$ cat src/rtl/fifo_pkg.sv
// FIFO shared defaults: word width, depth, threshold
// and the derived pointer width.
package fifo_pkg;
  localparam int DATA_W = 8;
  localparam int DEPTH  = 16;
  localparam int THRESH = 12;
  localparam int ADDR_W = $clog2(DEPTH);
endpackage

$ cat src/rtl/fifo_mem.sv
// FIFO storage: DEPTH x DATA_W register file.
// Ports: clk, i_we/i_waddr/i_wdata sync write, i_raddr -> o_rdata async read.
module fifo_mem #(
  parameter int DATA_W = 8,
  parameter int DEPTH  = 16,
  parameter int AW     = $clog2(DEPTH)
) (
  input  logic              clk,
  input  logic              i_we,
  input  logic [AW-1:0]     i_waddr,
  input  logic [DATA_W-1:0] i_wdata,
  input  logic [AW-1:0]     i_raddr,
  output logic [DATA_W-1:0] o_rdata
);
  logic [DATA_W-1:0] r_mem [DEPTH];

  // contents are never reset
  always_ff @(posedge clk)
    if (i_we) r_mem[i_waddr] <= i_wdata;

  assign o_rdata = r_mem[i_raddr];
endmodule

$ cat src/rtl/fifo.sv
// Synchronous circular-buffer FIFO with full/empty/threshold decodes
// and registered overflow/underflow. Ports: clk, rst(n), wr/wr_in, rd/rd_out, flags.
module fifo
  import fifo_pkg::*;
#(
  parameter int DATA_W = fifo_pkg::DATA_W,
  parameter int DEPTH  = fifo_pkg::DEPTH,
  parameter int THRESH = fifo_pkg::THRESH
) (
  input  logic              clk,
  input  logic              rst,
  input  logic              wr,
  input  logic [DATA_W-1:0] wr_in,
  input  logic              rd,
  output logic [DATA_W-1:0] rd_out,
  output logic              full,
  output logic              empty,
  output logic              overflow,
  output logic              underflow,
  output logic              threshold
);
  localparam int AW = $clog2(DEPTH);
  localparam logic [AW:0] LP_FULL = (AW+1)'(DEPTH);
  localparam logic [AW:0] LP_THR  = (AW+1)'(THRESH);

  logic [AW-1:0]     r_wptr;
  logic [AW-1:0]     r_rptr;
  logic [AW:0]       r_cnt;
  logic [DATA_W-1:0] r_rd_out;
  logic              r_ovf;
  logic              r_unf;
  logic [DATA_W-1:0] w_rdata;
  logic              w_wr_ok;
  logic              w_rd_ok;

  assign full      = (r_cnt == LP_FULL);
  assign empty     = (r_cnt == '0);
  assign threshold = (r_cnt >= LP_THR);

  // a read frees a slot in the same edge, so full+rd still writes
  assign w_wr_ok = wr & (~full | rd);
  assign w_rd_ok = rd & ~empty;

  fifo_mem #(
    .DATA_W (DATA_W),
    .DEPTH  (DEPTH),
    .AW     (AW)
  ) u_mem (
    .clk     (clk),
    .i_we    (w_wr_ok),
    .i_waddr (r_wptr),
    .i_wdata (wr_in),
    .i_raddr (r_rptr),
    .o_rdata (w_rdata)
  );

  always_ff @(posedge clk or negedge rst) begin
    if (!rst) begin
      r_wptr   <= '0;
      r_rptr   <= '0;
      r_cnt    <= '0;
      r_rd_out <= '0;
      r_ovf    <= 1'b0;
      r_unf    <= 1'b0;
    end else begin
      if (w_wr_ok)
        r_wptr <= r_wptr + AW'(1);
      if (w_rd_ok) begin
        r_rptr   <= r_rptr + AW'(1);
        r_rd_out <= w_rdata;
      end
      unique case ({w_wr_ok, w_rd_ok})
        2'b10:   r_cnt <= r_cnt + (AW+1)'(1);
        2'b01:   r_cnt <= r_cnt - (AW+1)'(1);
        default: r_cnt <= r_cnt;
      endcase
      r_ovf <= wr & full & ~rd;
      r_unf <= rd & empty;
    end
  end

  assign rd_out    = r_rd_out;
  assign overflow  = r_ovf;
  assign underflow = r_unf;
endmodule

$ cat config.mk
export PLATFORM = sky130hd
export DESIGN_NAME = fifo
export DESIGN_NICKNAME = d
export VERILOG_FILES = /design/src/rtl/fifo_pkg.sv /design/src/rtl/fifo_mem.sv /design/src/rtl/fifo.sv
export SDC_FILE = /design/constraint.sdc
export NUM_CORES = 1
export LEC_CHECK = 0
export BUFFER_PORTS_ARGS = -buffer_cell sky130_fd_sc_hd__buf_2
export CAP_MARGIN = 20
export CORE_MARGIN = 2
export CORE_UTILIZATION = 30
export DETAILED_ROUTE_END_ITERATION = 7
export HOLD_SLACK_MARGIN = 0.03
export PLACE_DENSITY_LB_ADDON = 0.2
export SYNTH_ARGS = -nofsm -noshare
export SYNTH_HDL_FRONTEND = slang
export SYNTH_HIERARCHICAL = 1
export SYNTH_SLANG_ARGS = --single-unit
$ cat constraint.sdc
create_clock -name clk -period 4.1 [get_ports clk]
set_input_delay 0.205 -clock clk [delete_from_list [all_inputs] [get_ports clk]]
set_output_delay 0.205 -clock clk [all_outputs]
set_load 0.1 [all_outputs]
==> summary.md <==
| Metric | Value |
|---|---|
| Seq pwr share | 42.6% |
| Initial Utilization | 30.5% |
| Placement-stage cell area | 6570 um2 |
| Power per unit of standard cell area | 741 nW/um2 |
| Die extent in y | 147 um |
| Normalized max-slew margin | 27.6% |
| Maximum frequency from static timing analysis | 309 MHz |
| Die area | 21700 um2 |
| FILL cells | 1908 |
| Least-Margin Pin Slew | 1.08 ns |
| Final standard cell count with taps included and fillers excluded | 638 |
| Mapped Cells | 318 |
| Sort of element at the start of the critical path | register |
| Total number of placement rows | 52 |
| Most frequent cells in the layout | sky130_fd_sc_hd__edfxtp_1, sky130_fd_sc_hd__buf_2, sky130_fd_sc_hd__dfrtp_1 |
| Relative contribution of combinational cells to total power | 30.8% |
| Seq/Total Area, Yosys | 71.7% |
| Final number of hold-violating endpoints | 0 |
| Finished Core Util | 35.1% |
| Overall track demand over capacity in global routing | 13.1% |
| Maximum number of pins on one net before global-route repair | 36 |
| Synth cell types | 43 |
| Number of detailed-route iterations in the first pass | 4 |
| Worst path bufs/invs | 2 |
| RSZ-0062 raised after global routing | false |
| Clock latency on the worst-skew pair | 0.42 ns |
| # H-tree levels | 4 |
| Number of warnings reported in the yosys synthesis log | 6 |
| Core Box Area | 20200 um2 |
| I/O pin total | 25 |
| Most common cell after layout, fill and taps aside | sky130_fd_sc_hd__edfxtp_1 |
| Max Root-Sink Buffers | 2 |
| EDFF count, synth | 128 |
| Vias in the first global route | 3216 |
| Clk pin slew, worst setup/hold paths | 0.06 ns |
| Status | finished, final reports clean |
| CTS buffer count | 17 |
| Crit-path slowest cell | sky130_fd_sc_hd__or4b_2 |
| Count of buffers inserted at the top-level ports | 24 |
| Smallest setup slack after layout | 0.867 ns |
| Cell-internal power | 3.34 mW |
| Post-DP HPWL | 8340 um |
| Initial antenna violation count | 0 |
| Synthesized flop and latch total | 151 |
| Total clock sinks | 151 |
| Max-cap violation count | 0 |
| Crit path arrival time | 3.53 ns |
| Sw Share | 36.7% |
| Final non-filler cell area | 7110 um2 |
| Count of endpoints failing setup in the final report | 0 |
| Net count after synthesis | 337 |
| Grt total ovfl | 0 |
| Die boundary width | 147 um |
| Clock tree from TritonCTS | done |
| Post-placement worst setup slack | 0.858 ns |
| Wire length of the first global-routing pass | 20100 um |
| Remaining design rule violation count | 0 |
| Worst hold path class | input pin to register |
| Power consumption | 5.27 mW |
| Post-CTS setup-driven buffer insertion count | 0 |
| Final cycle utilization of the critical path | 78.8% |
| Worst hold margin | 0.110 ns |
| Critical-path maximum fanout | 11 |
| Fraction of final layout cells sized beyond drive strength 1 | 26.1% |
| Post-detailed-routing wire length | 13300 um |
| Post-Synthesis Cell Area | 6170 um2 |
| NumNets Final | 374 |
| Antenna-violating nets left | 0 |
| Final weighted congestion of routability-driven global placement | 0.713 |
| Post-layout minimum cycle time | 3.23 ns |
| Routed vias | 3081 |
| Number of max-slew violations in the final report | 0 |
| Final-layout setup total negative slack | 0 ns |
| Cell-by-cell trace of the critical path | or4_4 -> o21ai_2 -> buf_4 -> inv_1 -> ha_1 -> ha_1 -> or4b_2 -> o311ai_0 -> o211ai_1 |
| Path type of the worst setup path | register to register |
| Quantity of gates resized following cts | 0 |
| CP required | 4.39 ns |
| Leakage dissipation | 2.42 nW |
| DR iter-0 viols | 217 |
| Most common flop cell mapped by yosys | sky130_fd_sc_hd__edfxtp_1 |
| Root Buffer Master | sky130_fd_sc_hd__clkbuf_16 |
| Longest individual stage delay on the worst path | 0.65 ns |
| Crit-path most repeated cell | sky130_fd_sc_hd__ha_1 |
| Total net switching power | 1.93 mW |
| Clock Skew | 0.00465 ns |
| Antenna Diode Count | 0 |
| Post-Synthesis Mean Instance Area | 19.4 um2 |
| Worst Setup End Kind | register |
| Placed insts | 605 |
| Hold bufs inserted after CTS | 1 |
| Wire length per cell | 20.9 um |
| Part of the total power dissipated in the clock network | 26.6% |
| Via-to-Cell Ratio | 4.83 |
| IR drop worst, VDD | 0.439 mV |
| Growth of design area from synthesis to finish | 15.3% |
| Largest delay share family, worst path | simple AND/OR/NAND/NOR gates |
| Share of flip-flops with an asynchronous set or reset after synthesis | 15.2% |
## power by group through the flow
| stage | clock network (mW) | logic [mW] | registers [mW] |
|---|---|---|---|
| 2_1_floorplan | 0 | 1.12 | 2.37 |
| 6_report | 1.40 | 1.62 | 2.24 |
| 3_3_place_gp | 0 | 1.62 | 2.27 |
| 4_1_cts | 1.44 | 1.65 | 2.26 |
| 3_5_place_dp | 0 | 1.64 | 2.29 |
| 5_1_grt | 1.51 | 1.74 | 2.29 |
## worst paths after layout
check / startpoint / depth (start not counted) / slack, ns / end
max: r_cnt[0]$_DFFE_PN0P_ / 9 / 0.87 / r_cnt[4]$_DFFE_PN0P_
min: wr / 3 / 0.11 / r_wptr[0]$_DFFE_PN0P_
max reg2reg: r_cnt[0]$_DFFE_PN0P_ / 9 / 0.87 / r_cnt[4]$_DFFE_PN0P_
min reg2reg: rd_out[7]$_DFFE_PN0P_ / 1 / 0.52 / rd_out[7]$_DFFE_PN0P_
max in group asynchronous: rst / 2 / 3.37 / r_rptr[1]$_DFFE_PN0P_
min in group asynchronous: rst / 2 / 0.31 / overflow$_DFF_PN0_
## registers in the layout (all words and copies together), names as in the netlist
register,count
overflow,1
r_cnt,5
r_rptr,4
r_wptr,4
rd_out,8
u_mem/r_mem,128
underflow,1
## layer usage
layer  up-vias  global-route usage [%]  part of all wire [%]
li1       1377                       -                     -
met2        66                    20.1                    47
met5         -                       0                     0
met4         0                    4.90                   1.5
met3        16                    3.51                   3.9
met1      1622                    18.0                    48
## tightest hold or removal path: stages
cell,delay [ns]
sky130_fd_sc_hd__buf_2,0.14
sky130_fd_sc_hd__o31ai_4,0.08
sky130_fd_sc_hd__xnor2_1,0.06
## cell usage after synthesis, types with 4 or more instances
cell type | n | area [um2]
sky130_fd_sc_hd__edfxtp_1 | 128 | 3840
sky130_fd_sc_hd__dfrtp_1 | 23 | 576
sky130_fd_sc_hd__mux4_2 | 18 | 405
sky130_fd_sc_hd__a22oi_1 | 16 | 120
sky130_fd_sc_hd__nor2_1 | 15 | 56.3
sky130_fd_sc_hd__mux4_1 | 14 | 368
sky130_fd_sc_hd__nand2_1 | 13 | 48.8
sky130_fd_sc_hd__mux2_2 | 11 | 124
sky130_fd_sc_hd__a21oi_1 | 6 | 30.0
sky130_fd_sc_hd__ha_1 | 6 | 75.1
sky130_fd_sc_hd__nor3b_1 | 6 | 45.0
sky130_fd_sc_hd__xnor2_1 | 6 | 52.6
sky130_fd_sc_hd__nor3_1 | 5 | 25.0
sky130_fd_sc_hd__buf_6 | 4 | 45.0
sky130_fd_sc_hd__inv_1 | 4 | 15.0
sky130_fd_sc_hd__nand3_1 | 4 | 20.0
## logic make-up after synthesis
group	share of synthesized area, %
DFF	71.7
buffers and inverters	2.13
and+or+nand+nor	4.99
xor gates and xnor gates	1.14
muxes	14.8
AOI/OAI and AO/OA	3.73
adders and majority gates	1.54
## layout make-up
class	instances	area [um2]	area share, %
sequential	151	4420	62.2
multi-input combinational	148	1620	22.7
clock buffer	18	429	6.04
tap	270	338	4.75
timing repair buffer	32	183	2.57
clock inverter	14	103	1.44
inverter	5	18.8	0.264
Note: power is estimated with default switching activity, not from simulation.
